<file path="src/rtl/uart_cmd_ctrl_if.sv">
// Bus between the UART receiver, the command sequencer and the DSP config register file.
// The receive side (byte/valid) flows into the sequencer. The write side (strobe/addr/data)
// plus the status outputs flow out of it.
interface uart_cmd_ctrl_if;
    logic        i_Rx_DV;
    logic [7:0]  i_Rx_Byte;
    logic        o_Reg_WE;
    logic [2:0]  o_Reg_Addr;
    logic [31:0] o_Reg_Data;
    logic [31:0] o_Freq_Word;
    logic        o_Err;
    logic        o_Busy;

    // Byte source side (uart_rx or a bench driver)
    modport master (
        output i_Rx_DV,
        output i_Rx_Byte,
        input  o_Reg_WE,
        input  o_Reg_Addr,
        input  o_Reg_Data,
        input  o_Freq_Word,
        input  o_Err,
        input  o_Busy
    );

    // Command sequencer side
    modport slave (
        input  i_Rx_DV,
        input  i_Rx_Byte,
        output o_Reg_WE,
        output o_Reg_Addr,
        output o_Reg_Data,
        output o_Freq_Word,
        output o_Err,
        output o_Busy
    );
endinterface

</file>
<file path="src/rtl/uart_cmd_ctrl.sv">
// UART command sequencer: parses SYNC, ADDR, D0..D3 (LSB first) [, CSUM] frames from the
// uart_rx byte stream and issues one register-file write per good frame. Register 0 is also
// shadowed on o_Freq_Word for the NCO. A stalled frame is aborted by an inter-byte timeout.
// Build option: define UART_CMD_CHECKSUM_EN to append and verify an XOR checksum byte
// (7-byte frame). Without it the frame is 6 bytes and commits straight after D3.
//
// state    | meaning
// ---------+---------------------------------------------------------------
// S_IDLE   | hunting for SYNC_BYTE, other bytes silently dropped
// S_ADDR   | expecting the register address byte
// S_DATA   | collecting D0..D3 into the 32-bit word, LSB first
// S_CSUM   | expecting XOR of ADDR and D0..D3 (checksum build only)
// S_COMMIT | single cycle: write strobe out, then back to S_IDLE
module uart_cmd_ctrl #(
    parameter int          CLKS_PER_BIT = 1155,
    parameter int          TIMEOUT_BITS = 40,
    parameter logic [7:0]  SYNC_BYTE    = 8'hA5,
    parameter int          NUM_REGS     = 8,
    parameter logic [31:0] FREQ_RESET   = 32'd0
) (
    input  logic            osc_clk,
    input  logic            i_Reset,
    uart_cmd_ctrl_if.slave  bus
);

    // The abort fires on the cycle the counter has reached the limit minus one,
    // so a full CLKS_PER_BIT*TIMEOUT_BITS cycles of silence ends the frame.
    localparam logic [23:0] TMO_LAST   = 24'(CLKS_PER_BIT * TIMEOUT_BITS - 1);
    localparam logic [3:0]  NUM_REGS_W = 4'(NUM_REGS);

`ifdef UART_CMD_CHECKSUM_EN
    typedef enum logic [2:0] {
        S_IDLE   = 3'd0,
        S_ADDR   = 3'd1,
        S_DATA   = 3'd2,
        S_CSUM   = 3'd3,
        S_COMMIT = 3'd4
    } t_state;
`else
    typedef enum logic [2:0] {
        S_IDLE   = 3'd0,
        S_ADDR   = 3'd1,
        S_DATA   = 3'd2,
        S_COMMIT = 3'd4
    } t_state;
`endif

    t_state      r_state;
    t_state      w_state_next;

    logic [23:0] r_tmo_cnt;
    logic [2:0]  r_addr;
    logic [2:0]  w_addr_next;
    logic [31:0] r_data;
    logic [31:0] w_data_next;
    logic [1:0]  r_idx;
    logic [1:0]  w_idx_next;
`ifdef UART_CMD_CHECKSUM_EN
    logic [7:0]  r_acc;
    logic [7:0]  w_acc_next;
`endif

    logic        r_we;
    logic [2:0]  r_reg_addr;
    logic [31:0] r_reg_data;
    logic [31:0] r_freq;
    logic        r_err;

    logic        w_timeout;
    logic        w_addr_bad;
    logic        w_err;

    assign w_addr_bad = (bus.i_Rx_Byte[7:3] != 5'd0) ||
                        ({1'b0, bus.i_Rx_Byte[2:0]} >= NUM_REGS_W);

    // A byte arriving on the limit cycle takes priority over the abort.
    assign w_timeout  = (r_state != S_IDLE) && !bus.i_Rx_DV && (r_tmo_cnt >= TMO_LAST);

    // State register
    always_ff @(posedge osc_clk) begin
        if (i_Reset) begin
            r_state <= S_IDLE;
        end else begin
            r_state <= w_state_next;
        end
    end

    // Next-state decode and frame field assembly
    always_comb begin
        w_state_next = r_state;
        w_addr_next  = r_addr;
        w_data_next  = r_data;
        w_idx_next   = r_idx;
        w_err        = 1'b0;
`ifdef UART_CMD_CHECKSUM_EN
        w_acc_next   = r_acc;
`endif
        case (r_state)
            S_IDLE: begin
                if (bus.i_Rx_DV && (bus.i_Rx_Byte == SYNC_BYTE)) begin
                    w_state_next = S_ADDR;
`ifdef UART_CMD_CHECKSUM_EN
                    w_acc_next   = 8'd0;
`endif
                end
            end
            S_ADDR: begin
                if (bus.i_Rx_DV) begin
                    if (w_addr_bad) begin
                        w_err        = 1'b1;
                        w_state_next = S_IDLE;
                    end else begin
                        w_addr_next  = bus.i_Rx_Byte[2:0];
                        w_idx_next   = 2'd0;
                        w_state_next = S_DATA;
`ifdef UART_CMD_CHECKSUM_EN
                        w_acc_next   = bus.i_Rx_Byte;
`endif
                    end
                end
            end
            S_DATA: begin
                if (bus.i_Rx_DV) begin
                    w_data_next[{r_idx, 3'b000} +: 8] = bus.i_Rx_Byte;
                    w_idx_next = r_idx + 2'd1;
`ifdef UART_CMD_CHECKSUM_EN
                    w_acc_next = r_acc ^ bus.i_Rx_Byte;
                    if (r_idx == 2'd3) begin
                        w_state_next = S_CSUM;
                    end
`else
                    if (r_idx == 2'd3) begin
                        w_state_next = S_COMMIT;
                    end
`endif
                end
            end
`ifdef UART_CMD_CHECKSUM_EN
            S_CSUM: begin
                if (bus.i_Rx_DV) begin
                    if (bus.i_Rx_Byte == r_acc) begin
                        w_state_next = S_COMMIT;
                    end else begin
                        w_err        = 1'b1;
                        w_state_next = S_IDLE;
                    end
                end
            end
`endif
            S_COMMIT: begin
                // A byte here cannot arrive at a legal baud rate; it is dropped.
                w_state_next = S_IDLE;
            end
            default: begin
                w_state_next = S_IDLE;
            end
        endcase

        if (w_timeout) begin
            w_err        = 1'b1;
            w_state_next = S_IDLE;
        end
    end

    // Inter-byte timeout down the frame: cleared by every byte and while idle, saturating
    always_ff @(posedge osc_clk) begin
        if (i_Reset) begin
            r_tmo_cnt <= 24'd0;
        end else if (bus.i_Rx_DV || (r_state == S_IDLE) || w_timeout) begin
            r_tmo_cnt <= 24'd0;
        end else if (r_tmo_cnt != 24'hFF_FFFF) begin
            r_tmo_cnt <= r_tmo_cnt + 24'd1;
        end
    end

    // Frame field registers
    always_ff @(posedge osc_clk) begin
        if (i_Reset) begin
            r_addr <= 3'd0;
            r_data <= 32'd0;
            r_idx  <= 2'd0;
        end else begin
            r_addr <= w_addr_next;
            r_data <= w_data_next;
            r_idx  <= w_idx_next;
        end
    end

`ifdef UART_CMD_CHECKSUM_EN
    // Running XOR of ADDR and data bytes
    always_ff @(posedge osc_clk) begin
        if (i_Reset) begin
            r_acc <= 8'd0;
        end else begin
            r_acc <= w_acc_next;
        end
    end
`endif

    // Write port: loaded on entry to S_COMMIT so addr/data are valid with the strobe
    // and hold afterwards; the frequency shadow follows on the commit edge
    always_ff @(posedge osc_clk) begin
        if (i_Reset) begin
            r_we       <= 1'b0;
            r_reg_addr <= 3'd0;
            r_reg_data <= 32'd0;
            r_freq     <= FREQ_RESET;
            r_err      <= 1'b0;
        end else begin
            r_we  <= (w_state_next == S_COMMIT);
            r_err <= w_err;
            if (w_state_next == S_COMMIT) begin
                r_reg_addr <= r_addr;
                r_reg_data <= w_data_next;
            end
            if ((r_state == S_COMMIT) && (r_reg_addr == 3'd0)) begin
                r_freq <= r_reg_data;
            end
        end
    end

    assign bus.o_Reg_WE    = r_we;
    assign bus.o_Reg_Addr  = r_reg_addr;
    assign bus.o_Reg_Data  = r_reg_data;
    assign bus.o_Freq_Word = r_freq;
    assign bus.o_Err       = r_err;
    assign bus.o_Busy      = (r_state != S_IDLE);

endmodule
</file>
<file path="src/flat_wrapper.sv">
// flat-port wrapper written by rule: the top's interface ports become plain ports
module uart_cmd_ctrl_flat 
#(
    parameter int          CLKS_PER_BIT = 1155,
    parameter int          TIMEOUT_BITS = 40,
    parameter logic [7:0]  SYNC_BYTE    = 8'hA5,
    parameter int          NUM_REGS     = 8,
    parameter logic [31:0] FREQ_RESET   = 32'd0
)
  (osc_clk, i_Reset, bus_i_Rx_DV, bus_i_Rx_Byte, bus_o_Reg_WE, bus_o_Reg_Addr, bus_o_Reg_Data, bus_o_Freq_Word, bus_o_Err, bus_o_Busy);
  uart_cmd_ctrl_if bus_i ();
  input  logic osc_clk;
  input  logic i_Reset;
  input wire logic [$bits(bus_i.i_Rx_DV)-1:0] bus_i_Rx_DV;
  input wire logic [$bits(bus_i.i_Rx_Byte)-1:0] bus_i_Rx_Byte;
  output wire logic [$bits(bus_i.o_Reg_WE)-1:0] bus_o_Reg_WE;
  output wire logic [$bits(bus_i.o_Reg_Addr)-1:0] bus_o_Reg_Addr;
  output wire logic [$bits(bus_i.o_Reg_Data)-1:0] bus_o_Reg_Data;
  output wire logic [$bits(bus_i.o_Freq_Word)-1:0] bus_o_Freq_Word;
  output wire logic [$bits(bus_i.o_Err)-1:0] bus_o_Err;
  output wire logic [$bits(bus_i.o_Busy)-1:0] bus_o_Busy;
  assign bus_i.i_Rx_DV = bus_i_Rx_DV;
  assign bus_i.i_Rx_Byte = bus_i_Rx_Byte;
  assign bus_o_Reg_WE = bus_i.o_Reg_WE;
  assign bus_o_Reg_Addr = bus_i.o_Reg_Addr;
  assign bus_o_Reg_Data = bus_i.o_Reg_Data;
  assign bus_o_Freq_Word = bus_i.o_Freq_Word;
  assign bus_o_Err = bus_i.o_Err;
  assign bus_o_Busy = bus_i.o_Busy;
  uart_cmd_ctrl #(.CLKS_PER_BIT(CLKS_PER_BIT), .TIMEOUT_BITS(TIMEOUT_BITS), .SYNC_BYTE(SYNC_BYTE), .NUM_REGS(NUM_REGS), .FREQ_RESET(FREQ_RESET)) u_core (.osc_clk(osc_clk), .i_Reset(i_Reset), .bus(bus_i));
endmodule
</file>
<file path="config.mk">
export PLATFORM = sky130hd
export DESIGN_NAME = uart_cmd_ctrl_flat
export DESIGN_NICKNAME = d
export VERILOG_FILES = /design/src/rtl/uart_cmd_ctrl_if.sv /design/src/rtl/uart_cmd_ctrl.sv /design/src/flat_wrapper.sv
export SDC_FILE = /design/constraint.sdc
export NUM_CORES = 1
export LEC_CHECK = 0
export BUFFER_PORTS_ARGS = -buffer_cell sky130_fd_sc_hd__buf_4
export CAP_MARGIN = 20
export CORE_MARGIN = 4
export CORE_UTILIZATION = 35
export DETAILED_ROUTE_END_ITERATION = 10
export MAX_ROUTING_LAYER = met4
export PLACE_DENSITY = 0.55
export REMOVE_ABC_BUFFERS = 1
export SYNTH_ARGS = -nofsm -noshare
export SYNTH_HDL_FRONTEND = slang
export SYNTH_SLANG_ARGS = --single-unit
</file>
<file path="constraint.sdc">
create_clock -name osc_clk -period 5.15 [get_ports osc_clk]
set_input_delay 0.2575 -clock osc_clk [delete_from_list [all_inputs] [get_ports osc_clk]]
set_output_delay 0.2575 -clock osc_clk [all_outputs]
set_load 0.03 [all_outputs]
</file>
; ---- Word level (Yosys, flattened, before mapping)
; Cells that the tools add are included.
[word_totals]
output_inout_bits = 70
reg_bits = 133
in_bits = 11
[classes]
n_bitwise = 1
shifts = 2
n_reduce_logical = 15
mux = 18
eq_ne = 10
n_addsub = 3
n_lt_le_gt_ge = 1
[op_table]
columns = cell, count
row1 = $mux W32, 2
row2 = $bwmux W32, 1
row3 = $shift A8 B7 Y32 const A, 1
row4 = $shiftx A8 B7 Y32, 1
row5 = $add A24 B1 Y24 const B, 1
row6 = $ge A24 B16 Y1 const B, 1
row7 = $ne A24 B24 Y1 const B, 1
row8 = $mux W3, 5
row9 = $pmux W3 S3, 1
row10 = $eq A8 B8 Y1 const B, 1
row11 = $mux W2, 4
row12 = $neg A5 Y7, 1
row13 = $eq A3 B3 Y1 const B, 2
row14 = $logic_not A3 Y1, 2
row15 = $ne A2 B2 Y1 const B, 3
row16 = $reduce_bool A5 Y1, 1
row17 = $logic_and A1 B1 Y1, 4
row18 = $mux W1, 4
row19 = $pmux W2 S2, 1
row20 = $reduce_and A4 Y1, 1
row21 = $eq A3 B1 Y1 const B, 1
row22 = $eq A3 B2 Y1 const B, 1
row23 = $reduce_and A3 Y1, 1
row24 = $reduce_bool A3 Y1, 1
row25 = 7 further kinds, 8

; ---- Depth between registers and ports, before layout
[logic_depth]
depth_word = 6
depth_mapped = 8
depth_no_buf = 6

; ---- Worst setup path before layout
; No wires, ideal clock.
[synth_timing]
path_type = register -> register
from = register u_core.r_idx[0]
to = register u_core.r_reg_data[0], in the netlist u_core.bus.o_Reg_Data[0]
arrival_ps = 1719
stages_incl_launch_ff = 7
path_slack_ps = 3345
t_required_ps = 5064
synth_period_minus_slack_ps = 1805
path_cell_list = dfxtp_1 inv_1 ha_1 nor3b_1 and3_1 a21oi_1 a211oi_1
[synth_via]
elab_chain_len = 6
word_cells_on_any_way = 12
cone_classes = add/sub: 1 / eq/ne: 2 / shift: 2 / mux: 7
[synth_rtl]
columns = element, line
row1 = from (decl), uart_cmd_ctrl.sv:56  ; logic [1:0] r_idx;
row2 = from (signal assigned), uart_cmd_ctrl.sv:185  ; r_idx <= w_idx_next;
row3 = branches (longest 6 deep; another with $neg A5 Y7), n/a
row4 = to (signal assigned), uart_cmd_ctrl.sv:214  ; r_reg_data <= w_data_next;
row5 = to (decl), uart_cmd_ctrl.sv:65  ; logic [31:0] r_reg_data;
; Parallel ways; which one is timed is not known.
; A chain may end at the register's enable or synchronous reset.

; ---- Worst setup path in the final report
[layout_timing]
from = register u_core.r_idx[0]
to = register u_core.r_reg_data[5], in the netlist u_core.bus.o_Reg_Data[5]
; The elaborated chain is that of the path after synthesis.

==> flow_metrics.py <==
metrics = {
    "status": {
        "status": "finished clean",
    },
    "die": {
        "die_w_um": 130,
        "start_util_pct": 35.6,
        "num_rows": 44,
        "dieArea_um2": 16800,
        "die_height_um": 130,
        "ios": 81,
        "coreArea_um2": 14500,
    },
    "drt": {
        "drt-initial-drc-count": 181,
        "wl_per_cell_um": 14.0,
        "drt.antenna.violating_nets": 0,
        "drc": 0,
        "vias": 4169,
        "routed_wirelength_mm": 12.0,
        "viasPerCell": 4.86,
        "firstDrtPassIters": 4,
    },
    "cts": {
        "postCtsSetupRepairBufs": 0,
        "root_buffer": "clkbuf_16",
        "insertion_delay_ps": 410,
        "cts_inserted_buffers": 17,
        "postCtsHoldBufs": 0,
        "clockBufferDepth": 2,
        "ctsResizeCount": 0,
        "cts_tree": "done",
        "clkTransAtPathRegs_ps": 60,
        "cts_max_level": 4,
        "cts_sinks": 133,
    },
    "synthesis": {
        "postSynthCellCount": 584,
        "async_reset_ff_share_pct": 0,
        "synth-seq-cells": 133,
        "synth-main-ff-cell": "dfxtp_1",
        "synth_edf_count": 0,
        "yosys_warnings": 0,
        "ys_seq_area_share_pct": 51.5,
        "synth_cell_type_count": 43,
        "postSynthAreaPerCell_um2": 8.86,
        "netlist_area_um2": 5170,
    },
    "grt": {
        "grt_pass1_wl_mm": 19.4,
        "grt_usage_pct": 15.1,
        "antenna_found_initial": 0,
        "grt_max_degree": 62,
        "gr-total-overflow": 0,
        "grt_pass1_vias": 3843,
    },
    "setup_path": {
        "crit_required_ps": 5480,
        "cp-end-kind": "flop",
        "critPathLaunchType": "flop",
        "worstSetupPathType": "flop to flop",
        "cp_max_fo": 8,
        "rrSetupSlack_ps": 2860,
        "crit_arrival_ps": 2620,
    },
    "sta": {
        "maxSlewViolCount": 0,
        "fmax_mhz": 437,
        "setup_violations": 0,
        "skew_ps": 8.53,
        "max_slew_margin_pct": 47.0,
        "period_minus_slack_ps": 2290,
        "rsz0062_at_grt": "no",
        "period_share_pct": 44.5,
        "worstMarginPinSlew_ps": 793,
        "layout_setup_ws_ps": 2860,
        "finalSetupTns_ps": 0,
        "hold_viol_final": 0,
    },
    "placed_design": {
        "io_buffers": 80,
        "dp_slack_ps": 2890,
        "gp_congestion": 0.830,
        "hpwl_mm": 8.12,
    },
    "final_layout": {
        "antenna_cells": 0,
        "area_growth_pct": 26.3,
        "mostFrequentLayoutCells": "133 x dfxtp_1, 89 x nor2_1, 88 x nand2_1, 85 x buf_4, 74 x a21oi_1",
        "num-nets-final": 679,
        "drive_gt1_share_pct": 21.2,
        "final_common_cell": "dfxtp_1",
    },
    "pwr": {
        "peakVddDrop_uv": 194,
        "total_leakage_power_nw": 2.54,
        "power_density_nw_per_um2": 362,
    },
    "worst_hold_path": {
        "hold_class": "primary input to flop",
    },
    "job": {
        "drv_cap": 0,
    },
}
[critical path, cell delays in order (launching register included)]
cell and delay, ps:
dfxtp_1 430, inv_1 160, ha_1 390, nor3b_1 670
and3_1 260, a21oi_1 70, a211oi_2 230
[where the power goes]
part / internal [mW] / switching [mW]
registers: 1.03 / 0.00151
clock network: 0.875 / 0.423
logic: 0.00770 / 0.0252
[layout make-up]
cell class	instances	area, um^2
inverter	4	15.0
multi-input combinational	419	2330
fill	1448	8000
sequential	133	2660
timing repair buffer	86	649
clock buffer	25	505
clock inverter	7	141
tap	184	230
[path summary, 6_finish.rpt]
check | from | cells after the start | endpoint
min reg2reg | u_core.bus.o_Freq_Word[7]$_SDFFE_PP0P_ | 2 | u_core.bus.o_Freq_Word[7]$_SDFFE_PP0P_
max reg2reg | u_core.r_idx[0]$_SDFFE_PP0P_ | 6 | u_core.bus.o_Reg_Data[5]$_SDFFE_PP0N_
min | bus_i_Rx_Byte[2] | 3 | u_core.r_addr[2]$_SDFFE_PP0P_
max | u_core.r_idx[0]$_SDFFE_PP0P_ | 6 | u_core.bus.o_Reg_Data[5]$_SDFFE_PP0N_
[registers in the layout, indices dropped and copies added (netlist names)]
name	cells
u_core.r_idx	2
u_core.bus.o_Err	1
u_core.bus.o_Reg_Addr	3
u_core.r_tmo_cnt	24
u_core.bus.o_Freq_Word	32
u_core.r_addr	3
u_core.bus.o_Reg_Data	32
u_core.bus.o_Reg_WE	1
u_core.r_data	32
u_core.r_state	3
[cell usage after synthesis (all sizes together) (3+ instances only)]
cell type,number,area (um^2)
nor2b,3,26.3
buf,17,124
and3,34,213
nor3,6,35.0
nor3b,3,22.5
and2,6,47.5
nand3,9,45.0
nand2,88,330
and4,3,28.8
xnor2,12,105
ha,7,87.6
dfxtp,133,2660
a211oi,37,338
nor4,5,31.3
inv,4,15.0
a21oi,80,423
nand4,5,31.3
mux2i,4,40.0
nand4b,3,26.3
o21ai,5,25.0
nor2,89,334
clkbuf,18,67.6
[cells by family (layout without fill, tap and decap cells)]
kind of cell    after synthesis  in the layout  synth area share [%]
flops                       133            133                  51.5
mux                           4              4                 0.774
other cells                   1              8                0.0725
xor+xnor                     12             12                  2.03
compound gates              127            127                  16.1
buf+inv                      39            122                  3.99
fa+ha+maj                     7              7                  1.69
simple gates                261            261                  23.9
[stage by stage]
stage	instances	hold slack (ps)	utilization, %	instance area, um^2	power (mW)
finish	858	167	45.0	6540	2.37
global route	858	156	45.0	6540	2.45
CTS	857	149	44.9	6530	2.40
detailed placement	825	448	40.4	5880	1.09
global placement	825	440	40.4	5880	1.09
floorplan	556	322	-	5010	1.06
[metal layers]
| metal | vias up | global-route usage, % | part of all wire, % | wire, um |
|---|---|---|---|---|
| met5 | - | - | 0 | 0 |
| met2 | 71 | 22.1 | 45 | 5440 |
| met1 | 1925 | 19.5 | 49 | 5880 |
| li1 | 2158 | - | - | - |
| met4 | 0 | 6.54 | 1.9 | 231 |
| met3 | 15 | 4.04 | 4.0 | 478 |
(Power assumes the default switching activity.)
